===== src/rtl/diff_check_pkg.sv =====
// Shared types and constants for the output diff checker and its MISR.
package diff_check_pkg;

  typedef enum logic [1:0] {
    IDLE = 2'd0,
    RUN  = 2'd1,
    DONE = 2'd2
  } state_e;

  localparam logic [31:0] DEF_POLY = 32'h04C11DB7;
  localparam logic [31:0] DEF_SEED = 32'hFFFFFFFF;

  localparam int DEF_WIDTH   = 481;
  localparam int DEF_MISR_W  = 32;
  localparam int FOLD_SLICES = (DEF_WIDTH + DEF_MISR_W - 1) / DEF_MISR_W;

  // Number of MISR_W-wide slices needed to cover a WIDTH-bit bus.
  function automatic int fold_slices(input int width, input int misr_w);
    return (width + misr_w - 1) / misr_w;
  endfunction

endpackage


===== src/rtl/misr_fold.sv =====
// Galois MISR that compacts one wide output bus per enabled cycle.
// The bus is folded to MISR_W bits by XOR-ing its slices (top slice zero-padded).
module misr_fold
  import diff_check_pkg::*;
#(
  parameter int                WIDTH  = 481,
  parameter int                MISR_W = 32,
  parameter logic [MISR_W-1:0] POLY   = DEF_POLY,
  parameter logic [MISR_W-1:0] SEED   = DEF_SEED
) (
  input  logic              clk,
  input  logic              rst_n,
  input  logic              clear,
  input  logic              en,
  input  logic [WIDTH-1:0]  din,
  output logic [MISR_W-1:0] sig
);

  localparam int SLICES = fold_slices(WIDTH, MISR_W);

  logic [SLICES*MISR_W-1:0] din_pad;
  logic [MISR_W-1:0]        fold;
  logic [MISR_W-1:0]        sig_d, sig_q;

  // Zero-pad the bus to a whole number of slices, then XOR the slices together.
  always_comb begin
    din_pad            = '0;
    din_pad[WIDTH-1:0] = din;
    fold               = '0;
    for (int k = 0; k < SLICES; k++) fold = fold ^ din_pad[k*MISR_W +: MISR_W];
  end

  // Next signature: clear reloads the seed, otherwise shift with feedback and fold in.
  always_comb begin
    sig_d = sig_q;
    if (clear)
      sig_d = SEED;
    else if (en)
      sig_d = {sig_q[MISR_W-2:0], 1'b0} ^ (sig_q[MISR_W-1] ? POLY : '0) ^ fold;
  end

  // Signature register, seeded on reset.
  always_ff @(posedge clk or negedge rst_n) begin
    if (!rst_n) sig_q <= SEED;
    else        sig_q <= sig_d;
  end

  assign sig = sig_q;

endmodule


===== config.mk =====
export PLATFORM = sky130hd
export DESIGN_NAME = misr_fold
export DESIGN_NICKNAME = d
export VERILOG_FILES = /design/src/rtl/diff_check_pkg.sv /design/src/rtl/misr_fold.sv
export SDC_FILE = /design/constraint.sdc
export NUM_CORES = 1
export LEC_CHECK = 0
export BUFFER_PORTS_ARGS = -buffer_cell sky130_fd_sc_hd__buf_2
export CAP_MARGIN = 5
export CORE_AREA = 8 8 195 197
export DETAILED_ROUTE_END_ITERATION = 10
export DIE_AREA = 0 0 203 205
export PLACE_DENSITY = 0.47
export SLEW_MARGIN = 20
export SYNTH_ARGS = -nofsm -noshare
export SYNTH_HDL_FRONTEND = slang
export SYNTH_SLANG_ARGS = --single-unit

===== constraint.sdc =====
create_clock -name clk -period 1.3 [get_ports clk]
set_input_delay 0.065 -clock clk [delete_from_list [all_inputs] [get_ports clk]]
set_output_delay 0.065 -clock clk [all_outputs]
set_load 0.05 [all_outputs]

==> parameters.txt, run 1 <==
Parameter                              Value

Worst setup path
  Startpoint type of the worst setup path    flip-flop
  Slowest-stage cell, CP    sky130_fd_sc_hd__dfstp_2
  Startpoint of the lowest-slack register-to-register path    sig[23]$_DFFE_PN1P_
  Longest individual stage delay on the worst path    roughly 0.54 ns
  Worst R2R Path Depth    5
  Critical path cell sequence    xor2_1, xnor2_1, xnor2_2, xnor2_1, a211o_1
  Kind of capture point of the worst setup path    flip-flop
  Reg2Reg Setup Slack    -0.17 ns
  Type of the worst setup path    reg -> reg
  Maximum fanout encountered on the critical timing path    2
  Arrival time reported for the critical path endpoint    about 1.7 ns
  Reg-to-reg critical path endpoint    sig[24]$_DFFE_PN1P_
  Required time of the critical path    roughly 1.5 ns
  Crit path top cell by count    sky130_fd_sc_hd__xnor2_1

Yosys
  Combined area of all synthesized cells    roughly 5700 sq um
  Synthesis-stage register bit count    32
  Number of distinct library cells after synthesis    12
  Warnings, synthesis    0
  Sequential area share after synthesis    14.7%
  Synthesized netlist cell count    between 500 and 600
  Synth Net Count    1073
  Post-Syn Area per Cell    approximately 9.7 sq um

STA
  Post-layout worst setup margin    -0.173 ns
  Max Clk Rate    roughly 680 MHz
  Final critical delay including setup and external delays    roughly 1.5 ns
  Max-slew violations    0
  Part of the cycle the worst path needs    113%
  Final Hold Viols    0
  Worst-margin pin slew    between 0.8 and 0.9 ns
  Setup repair after global routing missed its margin    true
  Setup violation total in the final timing report    31
  Worst hold slack after final layout    0.258 ns
  Slew headroom    43.1%
  Clock tree skew after final layout    about 0.010 ns

Clock tree
  Clock Sinks    32
  TritonCTS clock tree    done
  Clock latency on the worst-skew pair    ~0.30 ns
  Buffer type at the clock tree root    sky130_fd_sc_hd__clkbuf_16
  Bufs on Longest Clock Path    2
  Htree depth    2
  Clock slew at the register clock pins of the worst setup and hold paths    0.07 ns
  Cts bufs inserted    5

Final layout
  Number of filler cells placed in the layout    roughly 3800
  Final standard cell count with taps included and fillers excluded    1604
  Flip-flop count of the largest register, all copies and words added    32
  Layout Area Growth over Synthesis    73.4%
  Fraction of layout cells with a size suffix above 1    56.1%
  Antenna cell count    0
  Net count, final    1628

Die
  Effective utilization at floorplan    between 15 and 20%
  Site row count    roughly 70
  Overall die area    ~42000 sq um
  Die Wd    approximately 200 um
  I/O pin count    approximately 520
  Vertical die dimension    205 um
  Core Box Area    about 35000 sq um

Placement
  Gp weighted congestion    ~0.84
  IO Port Bufs    516
  Placed cells    between 1500 and 2000
  Sum of net half-perimeters after detailed placement    ~23000 um

GRT
  Via count of the first global-routing pass    approximately 6500
  Overflow left after global routing    0
  Overall fraction of global-route tracks in use    around 11%
  Global-route wire length before repair    approximately 36000 um
  Maximum number of pins on one net before global-route repair    33
  Antenna violations before repair    2

Drt
  Detail Route Antenna Nets    0
  DRC violation count after routing    0
  Number of DRC violations after detailed-routing iteration 0    roughly 140
  DR pass1 iterations    4
  Routed via count    around 5700
  Routed len/inst    ~16 um
  Detailed Route WL    about 25000 um
  Routed via count divided by cell count    about 3.6

Outcome
  Result of the run    finished, violations left
  Failing checks    setup timing

Hold path
  Worst Hold Depth    2
  Worst min-delay path endpoint    sig[6]$_DFFE_PN1P_
  Worst hold-check path type    in -> reg
  Origin of the worst min-delay path    en

Pwr
  Power per standard cell area    1240 nW/um^2
  VDD IR max    around 0.00046 V
  Leakage    approximately 4.3 nW

Job
  Maxcap violations    0
[worst max path at each step]
stage / start / end / slack [ns] / cells after the start
4_1_cts: sig[23]$_DFFE_PN1P_ / sig[24]$_DFFE_PN1P_ / -0.21 / 5
5_1_grt: sig[23]$_DFFE_PN1P_ / sig[24]$_DFFE_PN1P_ / -0.26 / 5
2_1_floorplan: sig[23]$_DFFE_PN1P_ / sig[24]$_DFFE_PN1P_ / -0.29 / 5
3_3_place_gp: sig[23]$_DFFE_PN1P_ / sig[24]$_DFFE_PN1P_ / -0.23 / 5
6_report: sig[23]$_DFFE_PN1P_ / sig[24]$_DFFE_PN1P_ / -0.17 / 5
3_5_place_dp: din[396] / sig[12]$_DFFE_PN1P_ / -0.25 / 7
[final cells by class]
cell class	count	area [sq um]	area share [%]
repair buffers	559	3060	31.0
clock buffers	7	153	1.54
flip-flops and latches	32	841	8.50
multi-input cells	544	5250	53.1
inverters	1	3.75	0.0380
well taps	461	577	5.83
[stage by stage]
step                      cell area, sq um  utilization (%)  power, mW  setup TNS, ns  setup slack (ns)
after floorplan                       5790                -       7.56          -7.99            -0.286
after global placement                9160             26.2       9.94          -3.63            -0.230
after detailed placement              9160             26.2       9.95          -3.85            -0.251
after CTS                             9690             27.7       12.2          -4.16            -0.214
after global routing                  9890             28.3       13.2          -5.69            -0.256
final                                 9890             28.3       12.3          -3.30            -0.173
[placed cells by master (no fill, tap or decap), types with 18 or more instances in the layout]
cell                      instances
sky130_fd_sc_hd__xor2_1          36
sky130_fd_sc_hd__nor2b_1         18
sky130_fd_sc_hd__dfstp_2         32
sky130_fd_sc_hd__xnor2_2         22
sky130_fd_sc_hd__buf_4           40
sky130_fd_sc_hd__xnor2_1        387
sky130_fd_sc_hd__a211o_1         18
sky130_fd_sc_hd__buf_2          500
[report_power, final]
group / leakage [nW] / switching, mW / internal (mW)
Combinational: 3.91 / 4.13 / 4.92
Sequential: 0.337 / 0.378 / 1.49
Clock: 0.0760 / 0.560 / 0.808
Total: 4.33 / 5.07 / 7.22
[synth_stat cells, drive strengths merged]
library cell | n | area, sq um
a211o | 18 | 158
inv | 1 | 3.75
nor2b | 18 | 113
a21oi | 14 | 70.1
buf | 4 | 25.0
xor2 | 46 | 403
clkbuf | 7 | 26.3
xnor3 | 14 | 315
o21ai | 14 | 70.1
xnor2 | 420 | 3680
dfstp | 32 | 841
[worst max-delay path: cells and delay by family (launching register included)]
family	cells	cell delay [ns]
DFF	1	0.54
xor gates and xnor gates	4	0.61
AOI/OAI and AO/OA	1	0.26
[kinds of logic after synthesis]
group | count (synthesis) | share of synthesized area, %
compound gates | 46 | 5.22
xor+xnor | 480 | 77.1
buf+inv | 12 | 0.965
simple gates | 18 | 1.97
flops | 32 | 14.7
[what timing repair did]
item | in CTS | in global routing
endpoints found under the setup margin | 39 | 37
hold buffers | 1 | 0
buffers inserted | 13 | 0
resized for setup | 46 | 34
pin swaps | 94 | 69
hold endpoints to repair | 32 | 0
[metal layers]
layer / wire length, um / global-route usage [%]
met1: 9110 / 11.5
met4: 387 / 3.21
met2: 13700 / 22.2
met3: 2160 / 3.80
met5: 26 / 0
(Power assumes the default switching activity.)
==> run 2, diff against run 1 <==
==> constraint.sdc (replaced) <==
create_clock -name clk -period 1.2 [get_ports clk]
set_input_delay 0.06 -clock clk [delete_from_list [all_inputs] [get_ports clk]]
set_output_delay 0.06 -clock clk [all_outputs]
set_load 0.05 [all_outputs]
==> parameters.txt, run 2 (synthesis gave the netlist of run 1 again) <==
Parameter                              Value

Placement
  Sum of net half-perimeters after detailed placement    22500 um (-0.19%)
  Gp weighted congestion    0.839 (+0.32%)
  IO Port Bufs    516 (unchanged)

Hold path
  Worst hold-check path type    in -> reg
  Worst min-delay path endpoint    sig[24]$_DFFE_PN1P_
  Worst Hold Depth    2 (unchanged)
  Origin of the worst min-delay path    en

Clock tree
  Htree depth    2 (unchanged)
  Clock latency on the worst-skew pair    0.29 ns (about the same)
  Clock Sinks    32 (unchanged)
  Buffer type at the clock tree root    sky130_fd_sc_hd__clkbuf_16
  Cts bufs inserted    5 (unchanged)
  Clock slew at the register clock pins of the worst setup and hold paths    0.06 ns (about the same)
  TritonCTS clock tree    done
  Bufs on Longest Clock Path    2 (unchanged)

STA
  Final critical delay including setup and external delays    1.46 ns (-0.0112 ns)
  Setup violation total in the final timing report    35 (+13%)
  Total negative slack    -6.95 ns (-3.65 ns)
  Max Clk Rate    684 MHz (+0.77%)
  Clock tree skew after final layout    0.00325 ns (-0.00680 ns)
  Setup repair after global routing missed its margin    true
  Worst-margin pin slew    0.831 ns (-0.0221 ns)
  Final Hold Viols    0 (unchanged)
  Part of the cycle the worst path needs    122% (+8.5 points)
  Max-slew violations    0 (unchanged)
  Post-layout worst setup margin    -0.261 ns (-0.0888 ns)
  Slew headroom    44.6% (+1.5 points)

Worst setup path
  Longest individual stage delay on the worst path    0.54 ns (about the same)
  Arrival time reported for the critical path endpoint    1.68 ns (-0.02 ns)
  Critical path cell sequence    xor2_1, xnor2_1, xnor2_1, xnor2_1, a211o_1
  Kind of capture point of the worst setup path    flip-flop
  Crit. Startpoint    sig[26]$_DFFE_PN1P_
  Slowest-stage cell, CP    sky130_fd_sc_hd__dfstp_2
  Maximum fanout encountered on the critical timing path    2 (unchanged)
  Crit path top cell by count    sky130_fd_sc_hd__xnor2_1
  Reg-to-reg critical path endpoint    sig[27]$_DFFE_PN1P_
  Required time of the critical path    1.42 ns (-0.11 ns)
  Startpoint type of the worst setup path    flip-flop
  Worst R2R Path Depth    5 (unchanged)
  Type of the worst setup path    reg -> reg
  Reg2Reg Setup Slack    -0.26 ns (-0.09 ns)
  Startpoint of the lowest-slack register-to-register path    sig[26]$_DFFE_PN1P_

Drt
  Routed len/inst    15.9 um (+0.37%)
  Routed via count    5753 (+0.81%)
  DR pass1 iterations    4 (unchanged)
  DRC violation count after routing    0 (unchanged)
  Detailed Route WL    25600 um (+0.87%)
  Detail Route Antenna Nets    0 (unchanged)
  Routed via count divided by cell count    3.57 (+0.31%)
  Number of DRC violations after detailed-routing iteration 0    142 (+2.9%)

Pwr
  VDD IR max    0.000522 V (+13%)
  Part of the power in registers    14.9% (-0.3 points)
  Clock share of power    10.0% (-1.1 points)
  Power per standard cell area    1350 nW/um^2 (+8.9%)
  Internal power component    8.13 mW (+13%)
  Net load switching power    5.57 mW (+9.9%)
  Leakage    4.44 nW (+2.7%)
  Switching share of total power    40.6% (-0.59 points)
  Fraction of power consumed by combinational cells    75.1% (+1.4 points)

Outcome
  Failing checks    setup timing
  Result of the run    finished, violations left

Final layout
  Net count, final    1636 (+0.49%)
  Most frequent standard cell in the layout excluding fill and tap cells    sky130_fd_sc_hd__buf_2
  Fraction of layout cells with a size suffix above 1    56.0% (-0.13 points)
  Utilization after layout    28.9% (+0.66 points)
  Number of filler cells placed in the layout    3747 (-2.2%)
  Highest-count cells in the layout ignoring fill and taps    sky130_fd_sc_hd__buf_2, sky130_fd_sc_hd__xnor2_1, sky130_fd_sc_hd__xor2_1
  Antenna cell count    0 (unchanged)
  Flip-flop count of the largest register, all copies and words added    32 (unchanged)
  Layout Area Growth over Synthesis    77.5%

GRT
  Antenna violations before repair    1 (-1)
  Maximum number of pins on one net before global-route repair    33 (unchanged)
  Overflow left after global routing    0 (unchanged)
  Overall fraction of global-route tracks in use    11.6% (+0.16 points)
  Via count of the first global-routing pass    6677 (+2.5%)
  Global-route wire length before repair    37100 um (+1.9%)

Die
  Vertical die dimension    205 um (unchanged)
  Site row count    69 (unchanged)
  I/O pin count    517 (unchanged)
  Core Box Area    35000 sq um (unchanged)
  Die Wd    203 um (unchanged)
  Overall die area    41600 sq um (unchanged)
  Effective utilization at floorplan    16.3% (unchanged)

Job
  Maxcap violations    0 (unchanged)
## run 2: changes by cell type in the layout (fill, tap and decap cells not counted), moves of 2 or more
| cell | delta |
|---|---|
| sky130_fd_sc_hd__xnor2_4 | -3 |
| sky130_fd_sc_hd__clkbuf_4 | -4 |
| sky130_fd_sc_hd__buf_6 | +23 |
| sky130_fd_sc_hd__buf_8 | +12 |
| sky130_fd_sc_hd__xnor2_1 | +3 |
| sky130_fd_sc_hd__clkbuf_8 | -2 |
| sky130_fd_sc_hd__buf_4 | -10 |
| sky130_fd_sc_hd__buf_12 | +3 |
| sky130_fd_sc_hd__buf_2 | -16 |
## run 2: layout make-up
class / count / area (sq um) / area share [%]
tap: 461 / 577 / 5.70
timing repair buffer: 567 / 3380 / 33.4
multi-input combinational: 544 / 5190 / 51.3
clock buffer: 6 / 129 / 1.27
inverter: 1 / 3.75 / 0.0371
sequential: 32 / 841 / 8.31
clock inverter: 1 / 5.00 / 0.0494
## run 2: power by group through the flow
stage	clock network [mW]	registers, mW	logic [mW]
final	1.37	2.04	10.3
after global routing	1.51	2.10	11.1
after CTS	1.50	1.98	9.89
after detailed placement	0	1.94	8.88
after global placement	0	1.93	8.89
after floorplan	0	3.03	5.16
## run 2: worst max-delay path, delay by kind of cell (launching register included)
| family | cells | cell delay [ns] |
|---|---|---|
| flip-flops | 1 | 0.54 |
| XOR/XNOR | 4 | 0.58 |
| AO/OA/AOI/OAI | 1 | 0.26 |
## run 2: per-stage QoR
stage               cell area [sq um]  setup WS [ns]  cells  hold slack (ns)  total power [mW]
global route                    10100         -0.350   1612            0.201              14.7
CTS                              9800         -0.372   1607            0.195              13.4
detailed placement               9190         -0.348   1590            0.307              10.8
finish                          10100         -0.261   1612            0.199              13.7
floorplan                        5790         -0.386    588          -0.0878              8.19
global placement                 9190         -0.320   1590            0.299              10.8
## run 2: timing repair
action / CTS / global route
endpoints found under the setup margin: 60 / 50
endpoints found under the hold margin: 32 / 0
hold buffers: 1 / 0
pin swaps: 86 / 70
gates resized for setup: 91 / 56
buffers inserted: 10 / 8
## run 2: how the worst max path moves through the flow
stage                                endpoint  cells past startpoint  slack [ns]
after floorplan           sig[24]$_DFFE_PN1P_                      5       -0.39
after global placement    sig[24]$_DFFE_PN1P_                      5       -0.32
after detailed placement  sig[24]$_DFFE_PN1P_                      5       -0.35
after CTS                 sig[24]$_DFFE_PN1P_                      5       -0.37
after global routing      sig[14]$_DFFE_PN1P_                      5       -0.35
final                     sig[27]$_DFFE_PN1P_                      5       -0.26
## run 2: metal layers
| layer | vias to the layer above | routed length (um) | global-route usage [%] |
|---|---|---|---|
| met5 | - | 12 | 0 |
| met4 | 2 | 245 | 2.12 |
| met3 | 14 | 2120 | 3.97 |
| met2 | 298 | 13900 | 22.9 |
| met1 | 2487 | 9300 | 11.7 |
| li1 | 2952 | - | - |
